===== src/rtl/adc_pkg.sv =====
// Shared ADC definitions: channel map, data widths and the command responder's state encoding.
package adc_pkg;

   localparam int unsigned ADC_DATA_W   = 12;
   localparam int unsigned CH_W         = 5;
   localparam logic [4:0]  TEMP_CHANNEL = 5'd17;
   localparam logic [4:0]  MAX_CHANNEL  = 5'd17;

   typedef enum logic [1:0] {
      StIdle    = 2'd0,
      StConvert = 2'd1,
      StRespond = 2'd2
   } adc_state_e;

endpackage


===== src/rtl/adc_cmd_responder.sv =====
// ADC command/response model: accepts one channel command, waits CONV_CYCLES clocks, then
// returns the captured sample (or a fixed code for the temperature diode) as a one-cycle strobe.
module adc_cmd_responder
   import adc_pkg::*;
#(
   parameter int unsigned           CONV_CYCLES = 20,
   parameter logic [ADC_DATA_W-1:0] TEMP_CODE   = 12'd3600
) (
   input  logic                  clock_in,
   input  logic                  reset_n,
   input  logic                  command_valid,
   input  logic [CH_W-1:0]       command_channel,
   input  logic                  command_startofpacket,
   input  logic                  command_endofpacket,
   output logic                  command_ready,
   input  logic [ADC_DATA_W-1:0] sample_in,
   output logic                  response_valid,
   output logic [CH_W-1:0]       response_channel,
   output logic [ADC_DATA_W-1:0] response_data,
   output logic                  response_startofpacket,
   output logic                  response_endofpacket,
   output logic                  cmd_error
);

   localparam logic [7:0] COUNT_INIT = 8'(CONV_CYCLES - 1);

   adc_state_e            state_q, state_d;
   logic [7:0]            count_q, count_d;
   logic [CH_W-1:0]       cap_ch_q;
   logic                  cap_sop_q, cap_eop_q;
   logic [ADC_DATA_W-1:0] cap_sample_q;
   logic [CH_W-1:0]       resp_ch_q;
   logic [ADC_DATA_W-1:0] resp_data_q;
   logic                  resp_sop_q, resp_eop_q;
   logic                  err_q;

   logic                  accept;
   logic                  illegal;
   logic                  enter_resp;

   assign illegal = (command_channel > MAX_CHANNEL);

   always_comb begin
      state_d    = state_q;
      count_d    = count_q;
      accept     = 1'b0;
      enter_resp = 1'b0;
      unique case (state_q)
         StIdle: begin
            if (command_valid) begin
               accept = 1'b1;
               // Illegal channels are consumed here without a conversion.
               if (!illegal) begin
                  state_d = StConvert;
                  count_d = COUNT_INIT;
               end
            end
         end
         StConvert: begin
            if (count_q == 8'd0) begin
               state_d    = StRespond;
               enter_resp = 1'b1;
            end else begin
               count_d = count_q - 8'd1;
            end
         end
         StRespond: state_d = StIdle;
         default:   state_d = StIdle;
      endcase
   end

   always_ff @(posedge clock_in or negedge reset_n) begin
      if (!reset_n) begin
         state_q      <= StIdle;
         count_q      <= 8'd0;
         cap_ch_q     <= '0;
         cap_sop_q    <= 1'b0;
         cap_eop_q    <= 1'b0;
         cap_sample_q <= '0;
         resp_ch_q    <= '0;
         resp_data_q  <= '0;
         resp_sop_q   <= 1'b0;
         resp_eop_q   <= 1'b0;
         err_q        <= 1'b0;
      end else begin
         state_q <= state_d;
         count_q <= count_d;
         err_q   <= accept && illegal;
         if (accept) begin
            cap_ch_q     <= command_channel;
            cap_sop_q    <= command_startofpacket;
            cap_eop_q    <= command_endofpacket;
            cap_sample_q <= sample_in;
         end
         // Response fields are only written on entry to RESPOND and hold until the next one.
         if (enter_resp) begin
            resp_ch_q   <= cap_ch_q;
            resp_data_q <= (cap_ch_q == TEMP_CHANNEL) ? TEMP_CODE : cap_sample_q;
            resp_sop_q  <= cap_sop_q;
            resp_eop_q  <= cap_eop_q;
         end
      end
   end

   assign command_ready          = (state_q == StIdle);
   assign response_valid         = (state_q == StRespond);
   assign response_channel       = resp_ch_q;
   assign response_data          = resp_data_q;
   assign response_startofpacket = resp_sop_q;
   assign response_endofpacket   = resp_eop_q;
   assign cmd_error              = err_q;

endmodule


===== config.mk =====
export PLATFORM = sky130hd
export DESIGN_NAME = adc_cmd_responder
export DESIGN_NICKNAME = d
export VERILOG_FILES = /design/src/rtl/adc_pkg.sv /design/src/rtl/adc_cmd_responder.sv
export SDC_FILE = /design/constraint.sdc
export NUM_CORES = 1
export LEC_CHECK = 0
export ABC_AREA = 1
export BUFFER_PORTS_ARGS = -buffer_cell sky130_fd_sc_hd__buf_2
export CAP_MARGIN = 20
export CELL_PAD_IN_SITES_DETAIL_PLACEMENT = 0
export CELL_PAD_IN_SITES_GLOBAL_PLACEMENT = 1
export CORE_UTILIZATION = 30
export DETAILED_ROUTE_END_ITERATION = 10
export GPL_TIMING_DRIVEN = 0
export PLACE_DENSITY = 0.6
export SLEW_MARGIN = 20
export SYNTH_ARGS = -nofsm -noshare
export SYNTH_HDL_FRONTEND = slang
export SYNTH_SLANG_ARGS = --single-unit

===== constraint.sdc =====
create_clock -name clock_in -period 1.55 [get_ports clock_in]
set_input_delay 0.2325 -clock clock_in [delete_from_list [all_inputs] [get_ports clock_in]]
set_output_delay 0.2325 -clock clock_in [all_outputs]
set_load 0.02 [all_outputs]

[After elaboration in Yosys (flattened, before gate mapping)]
Index checks and enable logic that the tools add are counted.
Word-level totals
  register bits after elaboration: 49
  input bits: 22
  logic and storage cells: 39
Operators by class
  add/subtract/negate cells: 1
  order comparisons: 1
  eq/ne operators: 7
  mux-type cells: 13
  reductions and logical operators: 6
Operators with widths (number)
  $mux W8: 3
  $pmux W8 S2: 1
  $mux W12: 1
  $logic_not A8 Y1: 1
  $ne A2 B2 Y1 const B: 4
  $sub A8 B1 Y8 const B: 1
  $mux W2: 3
  $eq A5 B5 Y1 const B: 1
  $gt A5 B5 Y1 const B: 1
  $mux W1: 4
  $pmux W2 S2: 1
  $reduce_and A4 Y1: 1
  $reduce_and A3 Y1: 1
  $eq A2 B1 Y1 const B: 1
  $eq A2 B2 Y1 const B: 1
  $logic_not A2 Y1: 1
  $reduce_bool A2 Y1: 1
  $logic_and A1 B1 Y1: 1

[Longest topological paths before layout]
Gate-level depths: netlist of run 1.
  depth in word-level cells: 4
  gate-level depth with buffers: 10
  gate-level depth less buffers: 9

[Worst setup path after synthesis of run 1]
Ideal clock, no wire load.
  path type: reg-to-reg
  from: register count_q[0]
  to: register resp_data_q[0] (netlist: response_data[0])
  arrival time: 1297 ps
  required time: 1431 ps
  slack: 133 ps
  stages on the path, launching flop included: 11
  buffers on the path: 1
  clock period less this slack: 1417 ps
  path through: dfrtp_1 -> inv_1 -> ha_1 -> nand2_1 -> nor2_2 -> nand2_4 -> nor2_8 -> inv_4 -> buf_6 -> nand2_1 -> nand2_1
Between the ends
  longest elaborated chain between the ends: 3
Ends and longest elaborated chain
  start, declared: RTL line adc_cmd_responder.sv:28  | logic [7:0] count_q, count_d;
  start signal, assigned: RTL line adc_cmd_responder.sv:87  | count_q <= count_d;
  $logic_not A8 Y1: RTL line adc_cmd_responder.sv:60  | if (count_q == 8'd0) begin
  $mux W1: RTL line adc_cmd_responder.sv:60
  $mux W1: RTL line adc_cmd_responder.sv:48  | unique case (state_q)
  end signal, assigned: RTL line adc_cmd_responder.sv:98  | resp_data_q <= (cap_ch_q == TEMP_CHANNEL) ? TEMP_CODE : cap_sample_q;
  end, declared: RTL line adc_cmd_responder.sv:33  | logic [ADC_DATA_W-1:0] resp_data_q;
No other way between the ends.
A chain may end at the register's enable or synchronous reset.

[Worst setup path in the final report of run 1]
  from: register count_q[0]
  to: register resp_ch_q[4] (netlist: response_channel[4])
Between the ends
  longest elaborated chain between the ends: 3
Ends and longest elaborated chain
  $logic_not A8 Y1: RTL line adc_cmd_responder.sv:60
  $mux W1: RTL line adc_cmd_responder.sv:60
  $mux W1: RTL line adc_cmd_responder.sv:48
  end signal, assigned: RTL line adc_cmd_responder.sv:97  | resp_ch_q <= cap_ch_q;
  end, declared: RTL line adc_cmd_responder.sv:32  | logic [CH_W-1:0] resp_ch_q;
No other way between the ends.

==> reports/qor.csv, run 1 <==
stage,metric,value,unit
cts,Worst-Skew Late Latency,0.30,ns
placement,PortBufs,43,
floorplanning,Die X-Extent,87.56,um
global_route,initial antenna violation count,0,
setup_path,Critical Path RT,1.75,ns
power,Switching Fraction,41.89,%
global_route,GRT Total Usage,13.66,%
cts,Root Driver,clkbuf_8,
sta,Final WS setup,0.1301,ns
sta,unrepaired setup endpoints after global routing,false,
cts,clock sink total,49,
cells_and_area,Syn-to-layout area delta,23.59,%
synthesis,Mapped Nets,276,
power,Clock Power Share,15.3,%
route,drt drc,0,
setup_path,Worst setup EP type,flip-flop,
synthesis,Yosys Warn Count,0,
synthesis,synthesized cell area,2196,um^2
min_path,worst min path class,in -> reg,
setup_path,startpoint types,flip-flop,
floorplanning,Ports,44,
cts,CTS buffer count,5,
route,Total Wirelength,4679,um
synthesis,sequential share of the synthesized area,55.84,%
cts,Worst-path clk slew,0.09,ns
floorplanning,Vert. Die Dim,87.56,um
placement,DP Wirelength,3247,um
power,Comb pwr share,43.2,%
cells_and_area,"most common cell after layout, fill and taps aside",nand2_1,
route,Iter 0 DRT Violations,51,
sta,final hold vios,0,
job,Max Cap Viol,0,
sta,clock skew,0.01052,ns
cts,CTS tree,done,
global_route,number of global-route vias before repair,1707,
run_status,status,"complete, no violations",
setup_path,"Max FO, Critical Path",10,
placement,placed inst area,2534,um^2
power,Int Power,2.999,mW
cells_and_area,final core utilization,39.08,%
floorplanning,DIE AREA,7666,um^2
floorplanning,initial core utilization,31.62,%
global_route,Overflow after GRT,0,
sta,crit path time final,1.420,ns
floorplanning,row cnt,30,
global_route,largest net degree at the start of global routing,50,
placement,pre-CTS setup slack,-0.04523,ns
power,Sequential Power Share,41.5,%
sta,Final Cycle Share,91.60,%
setup_path,critical path type,reg -> reg,
cells_and_area,share of cells above drive strength 1,28.71,%
route,routed len/inst,11.52,um
floorplanning,Placeable Area,6944,um^2
sta,max-slew violation count,0,
cells_and_area,Ant. Diodes,0,
route,Antenna Nets Post-Route,0,
sta,relative slew slack,57.13,%
cts,H-tree depth,2,
setup_path,Critical Path AT,1.62,ns
route,via/cell ratio,4.241,
sta,Fin Hold WS,0.1222,ns
power,Peak VDD IR,0.4715,mV
power,Power Density,1902,nW/um^2
cells_and_area,most frequent cells in the layout,"96 x nand2_1, 49 x dfrtp_1, 45 x buf_2, 21 x nor2_1, 19 x inv_1",
power,Pleak,1.489,nW
synthesis,#FFs+latches synth,49,
placement,routability cong.,0.7108,
sta,fmax,704.3,MHz
synthesis,Synth cell types,21,
route,Pre-antenna DRT Iters,5,
power,Psw,2.162,mW
cells_and_area,fin area,2714,um^2
sta,Least-Margin Pin Slew,0.6430,ns
cts,Clock Tree Buf Depth,2,
route,Vias,1722,
synthesis,Avg Inst Size Synth,8.714,um^2
synthesis,post-synthesis cell count,252,
sta,setup violators final,0,
cells_and_area,Final nets,333,
sta,setup_tns,0,ns
global_route,global-route wire length before repair,7969,um
-- cells in the mapped netlist --
library cell,number,share of area (%)
o21bai_1,1,0.34
inv_4,1,0.29
nand4_1,3,0.85
nand2_4,2,1.0
xor2_1,2,0.80
dfrtp_1,49,56
o21ai_2,7,2.8
nor2_2,1,0.29
inv_1,21,3.6
nor2_1,21,3.6
buf_6,3,1.5
nor2_4,3,1.5
nand2_2,4,1.1
xnor2_1,1,0.40
nor2_8,1,0.91
inv_2,4,0.68
o21ai_0,13,3.0
ha_1,2,1.1
nand3_1,14,3.2
buf_2,3,0.68
nand2_1,96,16
-- worst max-delay path, stage by stage (launching register included) --
cell	delay, ns
dfrtp_1	0.39
inv_2	0.06
ha_1	0.13
nand2_1	0.07
nor2_2	0.12
nand2_4	0.10
nor2_8	0.13
inv_6	0.06
buf_6	0.15
nand2_2	0.06
o21ai_2	0.05
-- layer usage --
layer  track usage, %  up-vias  wire length [um]
li1                 -      887                 -
met1            18.69      803              2378
met2            21.95       27              2102
met3            3.110        5               144
met4            3.577        0                53
met5                0        -                 0
-- final cells by class --
type,instances,area [um^2]
fillers,733,4230
repair buffers,50,285.3
flip-flops and latches,49,1226
multi-input cells,171,830.8
clock inverters,2,13.76
inverters,26,102.6
clock buffers,6,82.58
well taps,96,120.1
plain buffers,6,52.55
-- final timing paths --
check,startpoint,end,slack (ns),cells after the start
worst max-delay path,count_q[0],response_channel[4],0.13,10
min in group asynchronous,reset_n,response_channel[0],0.49,2
worst min-delay path,sample_in[1],cap_sample_q[1],0.12,3
worst min register to register,cap_sample_q[4],cap_sample_q[4],0.47,2
worst max register to register,count_q[0],response_channel[4],0.13,10
max in group asynchronous,reset_n,response_data[10],0.61,2
-- state kept, by name, summed over array words and instances (netlist names) --
name,count
response_startofpacket,1
state_q,2
response_endofpacket,1
cap_sop_q,1
cap_eop_q,1
response_data,12
cap_sample_q,12
response_channel,5
cmd_error,1
cap_ch_q,5
count_q,8
-- stage by stage --
step	std cells	power, mW
final	406	5.161
after floorplan	252	3.690
after global placement	391	4.303
after detailed placement	391	4.316
after global routing	406	5.632
after CTS	403	5.177
-- cell families (layout without fill, tap and decap cells) --
family / count (synthesis) / after routing / synth area share [%]
and+or+nand+nor: 145 / 145 / 28.95
DFF: 49 / 49 / 55.84
buffers and inverters: 32 / 90 / 6.780
AOI/OAI and AO/OA: 21 / 21 / 6.097
xor gates and xnor gates: 3 / 3 / 1.197
adders and majority gates: 2 / 2 / 1.139
-- timing repair --
action,CTS,global route
pin swaps,2,4
hold buffers,1,0
setup endpoints to repair,19,33
resized for setup,1,5
setup buffers,3,3
hold endpoints to repair,49,0
gates cloned,0,0
-- power groups by stage --
stage | Combinational (mW) | Clock, mW | Sequential (mW)
global route | 2.54 | 0.872 | 2.22
CTS | 2.21 | 0.826 | 2.14
floorplan | 1.29 | 0 | 2.40
detailed placement | 2.15 | 0 | 2.17
finish | 2.23 | 0.788 | 2.14
global placement | 2.14 | 0 | 2.16
No activity file was read; power rests on OpenSTA's default activity.
==> run 2: changes to the inputs <==
==> constraint.sdc (replaced) <==
create_clock -name clock_in -period 1.55 [get_ports clock_in]
set_input_delay 0.2325 -clock clock_in [delete_from_list [all_inputs] [get_ports clock_in]]
set_output_delay 0.2325 -clock clock_in [all_outputs]
set_load 0.05 [all_outputs]
==> run 2 against run 1 <==
  * Via count unchanged
  * Critical path type is now reg -> out
  * Combinational power up 25%
  * Final area about the same
  * Core utilization about the same
  * Flip-flop and latch count unchanged
  * Die area unchanged
  * Fmax down 1.6%
==> reports/qor.csv, run 2 (synthesis results as in run 1) <==
stage,metric,value,unit,change
run_status,status,"complete, no violations",,unchanged
setup_path,CP max-delay cell,dfrtp_1,,unchanged
placement,routability cong.,0.7108,,unchanged
cts,H-tree depth,2,,unchanged
cells_and_area,share of cells above drive strength 1,28.71,%,unchanged
setup_path,"setup slack, reg-to-reg",0.13,ns,about the same
floorplanning,initial core utilization,31.62,%,unchanged
setup_path,Critical Path RT,1.32,ns,was 1.75 ns
power,Total Power,5.719,mW,was 5.161 mW
sta,unrepaired setup endpoints after global routing,false,,unchanged
route,via/cell ratio,4.241,,unchanged
cts,Root Driver,clkbuf_8,,unchanged
setup_path,"Max FO, Critical Path",2,,was 10
global_route,initial antenna violation count,0,,unchanged
cts,CTS buffer count,5,,unchanged
route,routed len/inst,11.52,um,unchanged
job,Max Cap Viol,0,,unchanged
power,Psw,2.712,mW,was 2.162 mW
power,Sequential Power Share,37.5,%,was 41.5%
placement,dpl cells,391,,unchanged
cts,CTS tree,done,,unchanged
sta,Least-Margin Pin Slew,0.6430,ns,unchanged
route,drt drc,0,,unchanged
sta,setup violators final,0,,unchanged
cts,clock sink total,49,,unchanged
global_route,largest net degree at the start of global routing,50,,unchanged
power,Comb pwr share,48.8,%,was 43.2%
power,Peak VDD IR,0.5836,mV,was 0.4715 mV
sta,final hold vios,0,,unchanged
cells_and_area,sequential cell area,1226,um^2,unchanged
global_route,global-route wire length before repair,7969,um,unchanged
sta,clock skew,0.01052,ns,unchanged
setup_path,critical-path cell list,inv_1 -> nand2_1 -> inv_1 -> clkbuf_4,,was inv_2 -> ha_1 -> nand2_1 -> nor2_2 -> nand2_4 -> nor2_8 -> inv_6 -> buf_6 -> nand2_2 -> o21ai_2
global_route,GRT Total Usage,13.66,%,unchanged
power,Power Density,2105,nW/um^2,was 1902 nW/um^2
placement,PortBufs,43,,unchanged
power,Pleak,1.489,nW,about the same
route,Vias,1722,,unchanged
route,Total Wirelength,4679,um,unchanged
sta,crit path time final,1.443,ns,was 1.420 ns
cells_and_area,Final nets,333,,unchanged
route,Pre-antenna DRT Iters,5,,unchanged
setup_path,Critical Path AT,1.21,ns,was 1.62 ns
floorplanning,row cnt,30,,unchanged
setup_path,critical path type,reg -> out,,was reg -> reg
cts,Clock Tree Buf Depth,2,,unchanged
route,Antenna Nets Post-Route,0,,unchanged
setup_path,"Top cell by count, worst path",inv_1,,
sta,relative slew slack,57.13,%,unchanged
cells_and_area,area of the multi-input gates,830.8,um^2,unchanged
power,Switching Fraction,47.42,%,was 41.89%
cells_and_area,Ant. Diodes,0,,unchanged
global_route,number of global-route vias before repair,1707,,unchanged
global_route,Overflow after GRT,0,,unchanged
cells_and_area,Syn-to-layout area delta,23.70,%,was 23.59%
sta,fmax,693.0,MHz,was 704.3 MHz
setup_path,CP peak stage delay,0.43,ns,was 0.39 ns
sta,Final Cycle Share,93.09,%,was 91.60%
cts,Worst-Skew Late Latency,0.30,ns,about the same
power,Int Power,3.007,mW,was 2.999 mW
placement,DP Wirelength,3247,um,unchanged
cells_and_area,most frequent cells in the layout,"96 x nand2_1, 49 x dfrtp_1, 44 x buf_2, 21 x nor2_1, 19 x inv_1",,"was 96 x nand2_1, 49 x dfrtp_1, 45 x buf_2, 21 x nor2_1, 19 x inv_1"
route,Iter 0 DRT Violations,51,,unchanged
floorplanning,Die X-Extent,87.56,um,unchanged
floorplanning,Placeable Area,6944,um^2,unchanged
floorplanning,Ports,44,,unchanged
setup_path,Worst setup EP type,output pin,,was flip-flop
power,Clock Power Share,13.8,%,was 15.3%
min_path,worst min path class,in -> reg,,unchanged
cts,Worst-path clk slew,0.09,ns,about the same
sta,max-slew violation count,0,,unchanged
floorplanning,Vert. Die Dim,87.56,um,unchanged
setup_path,startpoint types,flip-flop,,unchanged
floorplanning,DIE AREA,7666,um^2,unchanged
cells_and_area,Non-Filler Instances,406,,unchanged
cells_and_area,"most common cell after layout, fill and taps aside",nand2_1,,unchanged
cells_and_area,Fillers,733,,unchanged
## run 2: metal layers
layer / vias up / GRT usage (%) / wire [um]
met5: - / 0 / 0
met4: 0 / 3.577 / 53
met3: 5 / 3.110 / 144
met2: 27 / 21.95 / 2102
met1: 803 / 18.69 / 2378
li1: 887 / - / -
## run 2: power groups by stage
stage,clock (mW),combinational [mW],sequential [mW]
floorplan,0,1.33,2.90
global placement,0,2.70,2.16
detailed placement,0,2.70,2.17
CTS,0.826,2.76,2.14
global route,0.872,3.10,2.22
finish,0.788,2.79,2.14
## run 2: critical path, delay by kind of cell (launching register included)
kind | cells | cell delay, ns
buffers and inverters | 3 | 0.38
DFF | 1 | 0.43
and+or+nand+nor | 1 | 0.11
## run 2: worst paths after layout
| check | startpoint | endpoint | depth (start not counted) |
|---|---|---|---|
| max | state_q[1] | command_ready | 4 |
| min | sample_in[1] | cap_sample_q[1] | 3 |
| max reg2reg | count_q[0] | response_channel[4] | 10 |
| min reg2reg | cap_sample_q[4] | cap_sample_q[4] | 2 |
| max in group asynchronous | reset_n | response_data[10] | 2 |
| min in group asynchronous | reset_n | response_channel[0] | 2 |
## run 2: cell type report
type	count	area share, %
well taps	96	4.422
repair buffers	50	10.59
clock buffers	6	3.040
inverters	26	3.777
multi-input cells	171	30.58
clock inverters	2	0.5067
flip-flops and latches	49	45.14
plain buffers	6	1.935
## run 2: timing repair
| action | in CTS | in global routing |
|---|---|---|
| resized for setup | 1 | 6 |
| buffers inserted | 3 | 3 |
| hold endpoints to repair | 49 | 0 |
| pin swaps | 2 | 4 |
| setup endpoints to repair | 19 | 34 |
| hold buffers | 1 | 0 |
## run 2: metrics by stage
stage / setup slack, ns / utilization [%] / cell area (um^2) / hold slack [ns] / setup TNS [ns]
floorplan: 0.1267 / - / 2196 / -0.06309 / 0
global placement: -0.04875 / 36.45 / 2531 / 0.4319 / -0.4605
detailed placement: -0.04523 / 36.49 / 2534 / 0.3090 / -0.4837
CTS: 0.008146 / 38.34 / 2663 / 0.1134 / 0
global route: 0.002602 / 39.12 / 2716 / 0.1169 / 0
finish: 0.1071 / 39.12 / 2716 / 0.1222 / 0
